**src/rtl/timepulse_ring.sv**
```systemverilog
// Twelve-phase time-pulse ring stepped by ordered RT/WT/CT timer pulses,
// with a memory-cycle counter and sticky sequence-error / stall flags.
module timepulse_ring #(
  parameter int STALL_LIM = 64
) (
  input  logic        CLOCK,
  input  logic        SIM_RST,
  input  logic        RT,
  input  logic        WT,
  input  logic        CT,
  input  logic        STOP,
  input  logic        CLRERR,
  output logic [11:0] T,
  output logic [3:0]  TSTAGE,
  output logic        EOMCY,
  output logic [15:0] MCTCNT,
  output logic        SEQERR,
  output logic        STALL
);

  localparam logic [1:0] WAIT_RT = 2'd0;
  localparam logic [1:0] WAIT_WT = 2'd1;
  localparam logic [1:0] WAIT_CT = 2'd2;
  localparam logic [9:0] LIM     = 10'(STALL_LIM);

  logic       rt_prev, wt_prev, ct_prev;
  logic       rt_edge, wt_edge, ct_edge, any_edge;
  logic [1:0] state, state_next;
  logic       advance, seq_set, stall_set;
  logic [9:0] stall_cnt, stall_cnt_next;

  // Edges compare the live input against last cycle's sample, so the ring
  // moves on the very clock edge that first sees CT high.
  assign rt_edge  = RT & ~rt_prev;
  assign wt_edge  = WT & ~wt_prev;
  assign ct_edge  = CT & ~ct_prev;
  assign any_edge = rt_edge | wt_edge | ct_edge;

  always_comb begin
    state_next = state;
    advance    = 1'b0;
    seq_set    = 1'b0;
    if (STOP) begin
      state_next = WAIT_RT;
    end else if (any_edge) begin
      // Anything other than the single expected edge is an ordering error.
      state_next = WAIT_RT;
      seq_set    = 1'b1;
      case (state)
        WAIT_RT: if (rt_edge && !wt_edge && !ct_edge) begin
          state_next = WAIT_WT;
          seq_set    = 1'b0;
        end
        WAIT_WT: if (wt_edge && !rt_edge && !ct_edge) begin
          state_next = WAIT_CT;
          seq_set    = 1'b0;
        end
        WAIT_CT: if (ct_edge && !rt_edge && !wt_edge) begin
          state_next = WAIT_RT;
          seq_set    = 1'b0;
          advance    = 1'b1;
        end
        default: ;
      endcase
    end
  end

  always_comb begin
    stall_cnt_next = stall_cnt;
    if (STOP || ct_edge) begin
      stall_cnt_next = 10'd0;
    end else if (stall_cnt >= LIM) begin
      stall_cnt_next = LIM;
    end else begin
      stall_cnt_next = stall_cnt + 10'd1;
    end
    stall_set = ~STOP & (stall_cnt_next == LIM);
  end

  // Previous samples start high so inputs already asserted at release are ignored.
  always_ff @(posedge CLOCK or negedge SIM_RST) begin
    if (!SIM_RST) begin
      rt_prev <= 1'b1;
      wt_prev <= 1'b1;
      ct_prev <= 1'b1;
    end else begin
      rt_prev <= RT;
      wt_prev <= WT;
      ct_prev <= CT;
    end
  end

  always_ff @(posedge CLOCK or negedge SIM_RST) begin
    if (!SIM_RST) begin
      state     <= WAIT_RT;
      T         <= 12'h800;
      TSTAGE    <= 4'd12;
      EOMCY     <= 1'b0;
      MCTCNT    <= 16'h0000;
      stall_cnt <= 10'd0;
    end else begin
      state     <= state_next;
      stall_cnt <= stall_cnt_next;
      EOMCY     <= advance & T[11];
      if (advance) begin
        T      <= {T[10:0], T[11]};
        TSTAGE <= (TSTAGE == 4'd12) ? 4'd1 : TSTAGE + 4'd1;
        if (T[11]) begin
          MCTCNT <= MCTCNT + 16'd1;
        end
      end
    end
  end

  // A set condition outranks a simultaneous clear request.
  always_ff @(posedge CLOCK or negedge SIM_RST) begin
    if (!SIM_RST) begin
      SEQERR <= 1'b0;
      STALL  <= 1'b0;
    end else begin
      SEQERR <= seq_set | (SEQERR & ~CLRERR);
      STALL  <= stall_set | (STALL & ~CLRERR);
    end
  end

endmodule

```
**config.mk**
```make
export PLATFORM = sky130hd
export DESIGN_NAME = timepulse_ring
export DESIGN_NICKNAME = d
export VERILOG_FILES = /design/src/rtl/timepulse_ring.sv
export SDC_FILE = /design/constraint.sdc
export NUM_CORES = 1
export LEC_CHECK = 0
export ABC_AREA = 1
export CORE_MARGIN = 4
export CORE_UTILIZATION = 57
export CTS_CLUSTER_DIAMETER = 80
export DETAILED_ROUTE_END_ITERATION = 10
export GPL_TIMING_DRIVEN = 0
export PLACE_DENSITY = 0.87
export SLEW_MARGIN = 40
export SYNTH_ARGS = -nofsm -noshare
export SYNTH_HDL_FRONTEND = slang
export SYNTH_SLANG_ARGS = --single-unit
export TNS_END_PERCENT = 50
```
**constraint.sdc**
```tcl
create_clock -name CLOCK -period 2.3 [get_ports CLOCK]
set_input_delay 0.69 -clock CLOCK [delete_from_list [all_inputs] [get_ports CLOCK]]
set_output_delay 0.69 -clock CLOCK [all_outputs]
set_load 0.1 [all_outputs]
```
* Word-level counts from Yosys, hierarchy flattened
Index checks and enable logic that the tools add are counted.
Word-level totals: bits in registers 50, input bits 7, word-level logic and storage cells 66, output and inout bits 35
Cells by class: equal/unequal tests 4, multiplexer cells 18, reductions and logical operators 13, add/sub/neg operators 3, order comparisons 1, bitwise operators 16
Operators by type and width (number):
- 2-to-1 mux 10 bit | 2
- adder 16 x 1 -> 16 bit (second input constant) | 1
- adder 10 x 1 -> 10 bit (second input constant) | 1
- equality test 10 x 7 -> 1 bit (second input constant) | 1
- greater-or-equal comparator 10 x 7 -> 1 bit (second input constant) | 1
- 2-to-1 mux 1 bit | 10
- AND 1 bit | 7
- logical AND 1 bit | 6
- 2-to-1 mux 2 bit | 3
- NOT 1 bit | 5
- adder 4 x 1 -> 4 bit (second input constant) | 1
- equality test 4 bit (second input constant) | 1
- 2-to-1 mux 4 bit | 1
- OR 1 bit | 4
- one-hot mux 2 bit (2 select lines) | 1
- logical NOT 1 bit | 3
- one-hot mux 1 bit (3 select lines) | 1
- equality test 2 x 1 -> 1 bit (second input constant) | 1
- equality test 2 bit (second input constant) | 1
- logical NOT 2 bit | 1
- AND reduction 2 bit | 1
- nonzero test 2 bit | 1
- logical OR 1 bit | 1

* Longest topological paths before layout
depth after elaboration 10, gate-level depth with buffers 11, mapped depth without buffers 10

* Worst setup path after synthesis
No wires, ideal clock.
kind reg-to-reg, from reg MCTCNT[0], to reg MCTCNT[10], required time 2172 ps, clock period less this slack 2175 ps, data arrival time 2047 ps, setup time 128 ps, buffers on the path 0, cell stages (with the launch flop) 9, path slack 125 ps, path through dfrtp_1 ha_1 nand3_1 nor2_1 nand3_1 nand2_1 nand2_1 nand2_1 o21ai_0
On the way: longest elaborated chain between the ends 1
RTL lines:
- start: declaration | RTL line 16 | output logic [15:0] MCTCNT,
- start signal: assignment | RTL line 109 | MCTCNT <= MCTCNT + 16'd1;
- adder 16 x 1 -> 16 bit | RTL line 109
No other way between the ends. A chain may end at the register's enable or synchronous reset.

* Worst setup path after layout
from reg TSTAGE[2], to out TSTAGE[2]
RTL lines:
- start: declaration | RTL line 14 | output logic [3:0] TSTAGE,
- start signal: assignment | RTL line 107 | TSTAGE <= (TSTAGE == 4'd12) ? 4'd1 : TSTAGE + 4'd1;
No word-level cell between the ends.

==> flow_summary.yaml <==
sta:
  hold_violations: 0
  period_minus_slack_ns: 2.01
  final.setup_skew_ns: 0.00491
  report.final.slew_viol_count: 0
  hold_slack_ns: 0.275
  rsz0062_at_grt: "no"
  setup_viol: 0
  fmax_ghz: 0.498
  finalCritPeriodShare_pct: 87.3
  fin_ws_ns: 0.291
place:
  detailedPlace.worstSlack_ns: 0.0872
  dp.cells: 399
  dpl.hpwl_um: 3530
  place.port_buffers: 41
  place_congestion: 0.823
clocking:
  cts_buffers: 5
  cts_tree: "yes"
  postCtsResizedCells: 0
  cts_buffer_depth: 2
  postCtsHoldBufs: 0
  cts_setup_buffers: 0
  clk-insertion-delay-late_ns: 0.30
  clock_sinks: 50
  cts-root-buf: "clkbuf_8"
  path_clk_slew_ns: 0.09
  htree_levels: 2
worst_setup_path:
  cpPeakStageDelay_ns: 0.58
  crit_path_end_kind: "primary output"
  crit_path_top_delay_cell: "dfstp_2"
  crit_family: "flip-flops"
  required_ns: 1.61
  cp_num_buf_inv: 1
  cp_max_fo: 5
  crit_type: "reg -> out"
  crit_arrival_ns: 1.32
  reg2reg_slack_ns: 0.71
  crit_path_cell_trace: "buf_2"
  critPathLaunchType: "flip-flop"
final_layout:
  utilization_pct: 70.7
  final_common_cell: "nand2_1"
  finalNonFillerCells: 407
  nets: 368
  drive_above_1_share_pct: 18.2
  final_cell_mix: "nand2_1, dfrtp_1, inv_1"
  syn_to_final_growth_pct: 17.6
  antennaDiodeCount: 0
logic_synthesis:
  ys_seq_area_share_pct: 51.2
  ys.warnings.count: 0
  synth_area_per_cell_um2: 8.06
  yosysUniqueCellTypes: 27
  syn_area_um2: 2460
  synth-seq-cells: 50
  synthCells: 305
route:
  firstDrtPassIters: 5
  drtIter0Drc: 100
  num_vias: 2007
  wl_um: 4890
  wire_per_inst_um: 12.0
  ant_nets: 0
  vias_per_cell: 4.93
  drc: 0
min_path:
  hold_path_class: "in -> async"
die:
  die-width_um: 73.7
  start_util_pct: 60.2
  io_pins: 42
  rows: 23
  die_y_um: 73.7
  die_area_um2: 5430
  core-area_um2: 4090
job:
  max_cap_violations: 0
pwr:
  leakage_nw: 1.62
  peakVddDrop_mv: 0.431
  report.power.total_mw: 1.76
  power.density_nw_per_um2: 610
global_routing:
  gr-total-overflow: 0
  grt_pass1_wl_um: 8160
  grt_antenna_before_repair: 0
  grt_pass1_vias: 1883
  grt_max_degree: 28
  grt_usage_pct: 19.6
run_status:
  status: "completed"
## metrics by stage
step / setup TNS, ns / area, um2
after global placement: -41.05 / 2940
after global routing: 0 / 2890
after detailed placement: 0 / 2780
after floorplan: 0 / 2470
after CTS: 0 / 2890
final: 0 / 2890
## registers in the layout, summed over array words and instances, names as in the netlist
register and cells:
ct_prev 1, SEQERR 1, EOMCY 1, stall_cnt 10, T 12, rt_prev 1
TSTAGE 4, MCTCNT 16, STALL 1, wt_prev 1, state 2
## metal layers
metal | part of all wire [%] | wire (um) | track usage, %
met1 | 44 | 2140 | 24.5
met2 | 49 | 2420 | 32.8
met3 | 5.5 | 270 | 5.88
met4 | 1.3 | 62 | 6.04
met5 | 0 | 0 | 0
## final timing paths
check	startpoint	to	cells after the start
max	TSTAGE[2]	TSTAGE[2]	1
min	SIM_RST	TSTAGE[1]	1
max reg2reg	MCTCNT[0]	MCTCNT[10]	8
min reg2reg	STALL	STALL	2
max in group asynchronous	SIM_RST	ct_prev	2
min in group CLOCK	STALL	STALL	2
## cell usage after synthesis
master    number  share of area (%)
nand2_2        3               0.76
dfrtp_1       44                 45
ha_1           5                2.5
o211ai_1       1               0.31
nor3_4         1               0.66
clkinv_1       1               0.15
xor2_1         9                3.2
xnor2_1        2               0.71
o21ai_0       19                3.9
dfstp_2        6                6.4
nand2_1      113                 17
nor2_8         1               0.81
o32ai_1        1               0.36
buf_2          1               0.20
nand4_1        2               0.51
nand3_1       13                2.6
nand2_4        1               0.46
o21bai_1       1               0.31
nor4_1         1               0.25
conb_1         1               0.15
a21oi_1        2               0.41
nor2_1        28                4.3
nor2_2         1               0.25
o21ai_1        3               0.61
inv_1         39                6.0
inv_2          2               0.31
buf_6          4                1.8
## where the power goes
group          switching, mW  total [mW]  leakage, nW  internal [mW]
sequential            0.0185       0.924        0.615          0.906
clock                  0.288       0.608       0.0579          0.320
combinational          0.186       0.230        0.951         0.0440
## cell type report
class / count / area (um2)
flip-flops and latches: 50 / 1260
repair buffers: 42 / 253
inverters: 42 / 158
fillers: 333 / 1200
plain buffers: 5 / 50.0
clock buffers: 5 / 68.8
well taps: 50 / 62.6
multi-input cells: 210 / 1000
clock inverters: 3 / 40.0
## kinds of logic after synthesis
group,count (synthesis),synth area share (%)
simple gates,164,27.9
flops,50,51.2
buf+inv,47,8.45
compound gates,27,5.85
xor+xnor,11,3.92
fa+ha+maj,5,2.54
other cells,1,0.153
Power figures use the tool's default switching activity.
